--- src/rtl/bsg_manycore_ep_mem_adapter.sv ---
// rtl/bsg_manycore_ep_mem_adapter.sv - endpoint request to sync SRAM adapter with 2-slot response queue
module bsg_manycore_ep_mem_adapter #(
  parameter int data_width_p      = 32,
  parameter int addr_width_p      = 12,
  parameter int mem_els_p         = 1024,
  parameter int x_cord_width_p    = 4,
  parameter int y_cord_width_p    = 4,
  parameter int oob_count_width_p = 8,
  localparam int mem_addr_width_lp = $clog2(mem_els_p),
  localparam int mask_width_lp     = data_width_p / 8
) (
  input  logic                          clk_i,
  input  logic                          reset_n_i,
  input  logic                          in_v_i,
  input  logic                          in_we_i,
  input  logic [addr_width_p-1:0]       in_addr_i,
  input  logic [data_width_p-1:0]       in_data_i,
  input  logic [mask_width_lp-1:0]      in_mask_i,
  input  logic [x_cord_width_p-1:0]     in_src_x_cord_i,
  input  logic [y_cord_width_p-1:0]     in_src_y_cord_i,
  output logic                          in_yumi_o,
  output logic                          returning_v_o,
  output logic [x_cord_width_p-1:0]     returning_x_cord_o,
  output logic [y_cord_width_p-1:0]     returning_y_cord_o,
  output logic [data_width_p-1:0]       returning_data_o,
  input  logic                          returning_ready_i,
  output logic                          mem_v_o,
  output logic                          mem_w_o,
  output logic [mem_addr_width_lp-1:0]  mem_addr_o,
  output logic [data_width_p-1:0]       mem_data_o,
  output logic [mask_width_lp-1:0]      mem_mask_o,
  input  logic [data_width_p-1:0]       mem_data_i,
  output logic [oob_count_width_p-1:0]  oob_count_o
);

  localparam logic [addr_width_p:0] mem_els_lp = (addr_width_p+1)'(mem_els_p);

  logic [1:0] reserved;
  logic       deq;
  logic       in_range;

  logic                      s1_v, s1_we, s1_oob;
  logic [x_cord_width_p-1:0] s1_x;
  logic [y_cord_width_p-1:0] s1_y;

  logic [data_width_p-1:0]   fifo_data [2];
  logic [x_cord_width_p-1:0] fifo_x    [2];
  logic [y_cord_width_p-1:0] fifo_y    [2];
  logic                      wr_ptr, rd_ptr;
  logic [1:0]                fifo_count;
  logic [data_width_p-1:0]   resp_data;

  assign deq      = returning_v_o & returning_ready_i;
  assign in_range = {1'b0, in_addr_i} < mem_els_lp;
  // A slot freed by this cycle's dequeue can be reused at once, keeping one accept per cycle.
  assign in_yumi_o = reset_n_i & in_v_i & ((reserved < 2'd2) | deq);

  assign mem_v_o    = in_yumi_o & in_range;
  assign mem_w_o    = in_we_i;
  assign mem_addr_o = in_addr_i[mem_addr_width_lp-1:0];
  assign mem_data_o = in_data_i;
  assign mem_mask_o = in_mask_i;

  always_ff @(posedge clk_i or negedge reset_n_i) begin
    if (!reset_n_i) begin
      reserved    <= 2'd0;
      oob_count_o <= '0;
    end else begin
      if (in_yumi_o && !deq)
        reserved <= reserved + 2'd1;
      else if (!in_yumi_o && deq)
        reserved <= reserved - 2'd1;
      if (in_yumi_o && !in_range && (oob_count_o != '1))
        oob_count_o <= oob_count_o + 1'b1;
    end
  end

  always_ff @(posedge clk_i or negedge reset_n_i) begin
    if (!reset_n_i) begin
      s1_v   <= 1'b0;
      s1_we  <= 1'b0;
      s1_oob <= 1'b0;
      s1_x   <= '0;
      s1_y   <= '0;
    end else begin
      s1_v   <= in_yumi_o;
      s1_we  <= in_we_i;
      s1_oob <= ~in_range;
      s1_x   <= in_src_x_cord_i;
      s1_y   <= in_src_y_cord_i;
    end
  end

  // Stores and out-of-range loads return zero as a pure credit.
  assign resp_data = (s1_we | s1_oob) ? '0 : mem_data_i;

  always_ff @(posedge clk_i or negedge reset_n_i) begin
    if (!reset_n_i) begin
      wr_ptr     <= 1'b0;
      rd_ptr     <= 1'b0;
      fifo_count <= 2'd0;
    end else begin
      if (s1_v)
        wr_ptr <= ~wr_ptr;
      if (deq)
        rd_ptr <= ~rd_ptr;
      if (s1_v && !deq)
        fifo_count <= fifo_count + 2'd1;
      else if (!s1_v && deq)
        fifo_count <= fifo_count - 2'd1;
    end
  end

  always_ff @(posedge clk_i) begin
    if (s1_v) begin
      fifo_data[wr_ptr] <= resp_data;
      fifo_x[wr_ptr]    <= s1_x;
      fifo_y[wr_ptr]    <= s1_y;
    end
  end

  assign returning_v_o      = (fifo_count != 2'd0);
  assign returning_data_o   = fifo_data[rd_ptr];
  assign returning_x_cord_o = fifo_x[rd_ptr];
  assign returning_y_cord_o = fifo_y[rd_ptr];

endmodule

--- config.mk ---
export PLATFORM = sky130hd
export DESIGN_NAME = bsg_manycore_ep_mem_adapter
export DESIGN_NICKNAME = d
export VERILOG_FILES = /design/src/rtl/bsg_manycore_ep_mem_adapter.sv
export SDC_FILE = /design/constraint.sdc
export NUM_CORES = 1
export LEC_CHECK = 0
export CORE_MARGIN = 3
export CORE_UTILIZATION = 40
export CTS_CLUSTER_SIZE = 30
export DETAILED_ROUTE_END_ITERATION = 8
export PLACE_DENSITY = 0.89
export SYNTH_ARGS = -nofsm -noshare
export SYNTH_HDL_FRONTEND = slang
export SYNTH_SLANG_ARGS = --single-unit
export TNS_END_PERCENT = 30
--- constraint.sdc ---
create_clock -name clk_i -period 3.5 [get_ports clk_i]
set_clock_uncertainty 0.2 [all_clocks]
set_input_delay 0.7 -clock clk_i [delete_from_list [all_inputs] [get_ports clk_i]]
set_output_delay 0.7 -clock clk_i [all_outputs]
set_load 0.05 [all_outputs]
==> flow_summary.ini, run 1 <==
[power]
p_leak_nw = 1.95
power_density_nw_per_um2 = 780
finalPower_mw = 4.26
ir_worst_vdd_uv = 384

[place]
gp_congestion = 0.716
numPortBuffers = 98
placed_area_um2 = 5250
dp_worst_setup_slack_ns = 0.524
hpwl_um = 5980

[logic_synthesis]
ys.flop_type = edfxtp_1
syn_avg_cell_area_um2 = 15.8
synth_seq_area_share_pct = 68.8
synth.distinct_cells = 27
syn_nets = 375
synth_seq_cells = 105
syn-instance-count = 279
synth_enable_flop_cells = 80
async_flop_share_pct = 23.8
synth_area_um2 = 4400
yosys_warnings = 0

[clock_tree]
clock_latency_ns = 0.36
ctsHoldBuffers = 0
cts.clk_slew.worst_paths_ns = 0.09
cts_buffers = 9
clock-sinks = 105
cts.path.max_buffers = 2
cts_tree = yes
cts_max_level = 3
cts-root-buf = clkbuf_8
post_cts_buffers = 0
cts_resized = 0

[route]
viasPerCell = 4.82
drc = 0
wl_um = 8490
initialDrtViolationCount = 77
wl_per_cell_um = 17.8
vias = 2306
ant_nets = 0
first_pass_iters = 4

[min_path]
hp-class = register to register

[sta]
finalHoldViolations = 0
worst_pin_slew_ns = 1.14
relSlewSlack_pct = 23.8
setup-tns-final_ns = 0
slew_violations = 0
finalSetupViolations = 0
period_minus_slack_ns = 3.14
rsz0062_at_grt = false
worst_slack_ns = 0.356
fmax_ghz = 0.318
min_period_over_period_pct = 89.8

[finish]
final_cell_mix = clkdlybuf4s50_1 (96), edfxtp_1 (80), mux2_2 (40)
final_common_cell = clkdlybuf4s50_1
multi_input_area_um2 = 998
fillers = 890
drive_gt1_share_pct = 19.6
syn2layout_area_growth_pct = 24.0
final_util_pct = 51.9
stdcell_area_um2 = 5460
antenna-diode-count = 0
final_nets = 433
seqCellArea_um2 = 3030

[global_route]
antenna_found_initial = 0
grt_usage_pct = 14.1
overflow = 0
grt_pass1_vias = 2574
grt_pass1_wl_um = 13600
grt_max_degree = 41

[setup_path]
worstPathMaxFanout = 31
end_kind = output pin
worstPathRequired_ns = 2.60
worstSetupStartpointType = register
cp.arrival_ns = 2.24
path_class = register to output pin

[die]
die_h_um = 111
fp.dieW_um = 111
fp.dieArea_um2 = 12300
fp.coreArea_um2 = 10500
io_pins = 191
initial_core_util_pct = 41.9
rows = 37

[job]
timing.max_cap.violations = 0

[outcome]
status = completed
==> critical path, cell delays in order, from the launching register on <==
cell	delay, ns
dfrtp_2	0.54
buf_12	0.26
mux2_2	0.36
clkdlybuf4s50_1	0.72
==> layer usage <==
metal  global-route usage [%]  vias up  wire (um)
met3                     4.37       43        579
met2                     26.0       75       4630
met5                        0        -          0
met1                     13.6     1133       2920
li1                         -     1055          -
met4                     8.21        0        353
==> final timing paths <==
| path | startpoint | to | slack (ns) | depth (start not counted) |
|---|---|---|---|---|
| worst max-delay path | rd_ptr | returning_y_cord_o[1] | 0.36 | 3 |
| worst min-delay path | s1_y[3] | fifo_y[1][3] | 0.26 | 0 |
| worst max register to register | oob_count_o[0] | oob_count_o[1] | 1.52 | 5 |
| worst min register to register | s1_y[3] | fifo_y[1][3] | 0.26 | 0 |
| max in group asynchronous | reset_n_i | rd_ptr | 2.26 | 2 |
| min in group asynchronous | reset_n_i | oob_count_o[7] | 0.57 | 2 |
==> Yosys cell counts (3+ instances only) <==
library cell  number  area share, %
edfxtp_1          80             55
buf_4             47            8.0
mux2_2            40             10
and2_1            34            4.8
dfrtp_1           25             14
xor2_1            10            2.0
nor2_1             5           0.43
buf_1              4           0.34
clkbuf_1           4           0.34
nand2_1            4           0.34
ha_1               3           0.85
nor4_1             3           0.43
xnor2_1            3           0.60
==> where the power goes <==
group / switching (mW) / total (mW) / internal [mW]
clock: 0.384 / 0.787 / 0.403
sequential: 0.134 / 1.68 / 1.54
combinational: 1.11 / 1.80 / 0.690
==> kinds of logic after synthesis <==
logic type / after synthesis / synth area share (%)
mux: 42 / 10.7
simple gates: 55 / 7.28
fa+ha+maj: 3 / 0.853
xor+xnor: 13 / 2.59
flops: 105 / 68.8
buf+inv: 56 / 8.78
compound gates: 5 / 0.995
==> flip-flops by register name, indices dropped and copies added (netlist names), 2 cells and up <==
name	flops
oob_count_o	8
reserved	2
fifo_data	64
fifo_count	2
fifo_y	8
s1_y	4
s1_x	4
fifo_x	8
==> stage by stage <==
step                      instances  hold WS [ns]
final                           478         0.260
after global routing            478         0.270
after CTS                       478         0.263
after detailed placement        462         0.241
after global placement          462         0.226
after floorplan                 279         0.204
==> layout make-up <==
class / instances / area share (%)
clock buffers: 11 / 2.41
multi-input cells: 118 / 18.3
inverters: 1 / 0.0688
clock inverters: 5 / 1.47
flip-flops and latches: 105 / 55.5
repair buffers: 102 / 19.1
well taps: 136 / 3.12
Note: power is estimated with default switching activity, not from simulation.
==> inputs of run 2 (changes only) <==
--- a/config.mk
+++ b/config.mk
@@ -7,6 +7,7 @@
 export LEC_CHECK = 0
 export CORE_MARGIN = 3
 export CORE_UTILIZATION = 40
+export CTS_BUF_LIST = sky130_fd_sc_hd__clkbuf_4
 export CTS_CLUSTER_SIZE = 30
 export DETAILED_ROUTE_END_ITERATION = 8
 export PLACE_DENSITY = 0.89
==> run 2 against run 1 <==
  * Fmax decreased by 2.9%
  * Die area unchanged
  * Sequential power about the same
  * Critical path depth unchanged
  * Final cell count unchanged
  * Count of clock-buffer cells in the layout unchanged
  * Global-route usage decreased by 0.16 points
  * Setup slack got worse by 0.093 ns
  * Flip-flop and latch count unchanged
  * Largest cell class unchanged
==> flow_summary.ini, run 2 (same netlist as run 1, synthesis figures left out) <==
[place]
placed_area_um2 = 5250
gp_congestion = 0.716
hpwl_um = 5980
dp.cells = 462
numPortBuffers = 98

[route]
drc = 0
viasPerCell = 4.81
initialDrtViolationCount = 71
wl_per_cell_um = 17.6
vias = 2300
first_pass_iters = 4
wl_um = 8420
ant_nets = 0

[global_route]
grt_pass1_wl_um = 13500
grt_pass1_vias = 2557
overflow = 0
grt_max_degree = 41
antenna_found_initial = 0
grt_usage_pct = 13.9

[clock_tree]
clock-sinks = 105
clock_latency_ns = 0.44
cts-root-buf = clkbuf_4
post_cts_buffers = 0
cts_buffers = 9
cts.path.max_buffers = 2
cts_tree = yes
cts_max_level = 3
ctsHoldBuffers = 0
cts.clk_slew.worst_paths_ns = 0.14
cts_resized = 0

[die]
initial_core_util_pct = 41.9
die_h_um = 111
fp.dieArea_um2 = 12300
rows = 37
fp.dieW_um = 111
fp.coreArea_um2 = 10500
io_pins = 191

[finish]
final_cell_count_no_fill = 478
fillers = 894
stdcell_area_um2 = 5410
final_common_cell = clkdlybuf4s50_1
final_cell_mix = clkdlybuf4s50_1 (96), edfxtp_1 (80), mux2_2 (40)
multi_input_area_um2 = 998
antenna-diode-count = 0
seqCellArea_um2 = 3030
drive_gt1_share_pct = 20.2
largest_reg_flops = 64
top_register = fifo_data
final_nets = 433
syn2layout_area_growth_pct = 22.9

[sta]
relSlewSlack_pct = 23.4
slew_violations = 0
period_minus_slack_ns = 3.24
fmax_ghz = 0.309
setup-tns-final_ns = 0
rsz0062_at_grt = false
finalHoldViolations = 0
min_period_over_period_pct = 92.5
finalSetupViolations = 0
worst_pin_slew_ns = 1.15

[power]
ir_worst_vdd_uv = 351
p_leak_nw = 1.93
power_density_nw_per_um2 = 766

[outcome]
status = completed

[setup_path]
end_kind = output pin
path_class = register to output pin
reg2regPathDepth = 5
cp.arrival_ns = 2.34
worstPathRequired_ns = 2.60
worstSetupStartpointType = register
worstPathMaxFanout = 31

[job]
timing.max_cap.violations = 0

[min_path]
hp-class = register to register
worstHoldPathCells = 0
## run 2: cell counts in the layout (fill, tap and decap cells not counted)
Identical to the previous run, type by type.
## run 2: cell type report
class | instances | area share (%)
clock buffer | 11 | 1.53
clock inverter | 5 | 1.48
inverter | 1 | 0.0694
multi-input combinational | 118 | 18.5
sequential | 105 | 56.0
tap | 136 | 3.15
timing repair buffer | 102 | 19.3
## run 2: critical path, stage by stage, from the launching register on
cell and delay (ns):
dfrtp_2 0.57, buf_12 0.26, mux2_2 0.36, clkdlybuf4s50_1 0.72
## run 2: metal layers
layer	share of wire (%)	GRT usage, %	vias up
li1	-	-	1058
met1	35	13.7	1124
met2	54	25.6	75
met3	7.1	4.53	43
met4	4.1	7.64	0
met5	0	0	-
## run 2: power breakdown
part	internal, mW	total [mW]	switching (mW)
Combinational	0.690	1.79	1.10
Clock	0.306	0.675	0.369
Sequential	1.54	1.67	0.135
## run 2: path summary, 6_finish.rpt
kind | from | endpoint | slack [ns]
setup / recovery | rd_ptr | returning_y_cord_o[1] | 0.26
hold / removal | s1_y[3] | fifo_y[0][3] | 0.26
setup reg to reg | oob_count_o[0] | oob_count_o[1] | 1.50
hold reg to reg | s1_y[3] | fifo_y[0][3] | 0.26
max in group asynchronous | reset_n_i | rd_ptr | 2.35
min in group asynchronous | reset_n_i | oob_count_o[7] | 0.48
## run 2: per-stage QoR
stage | total power, mW | hold WS (ns) | util, % | setup WS, ns
after floorplan | 3.05 | 0.204 | - | 0.326
after global placement | 3.49 | 0.226 | 49.9 | 0.508
after detailed placement | 3.52 | 0.241 | 49.9 | 0.524
after CTS | 4.19 | 0.274 | 51.5 | 0.208
after global routing | 4.33 | 0.284 | 51.5 | 0.148
final | 4.14 | 0.264 | 51.5 | 0.263
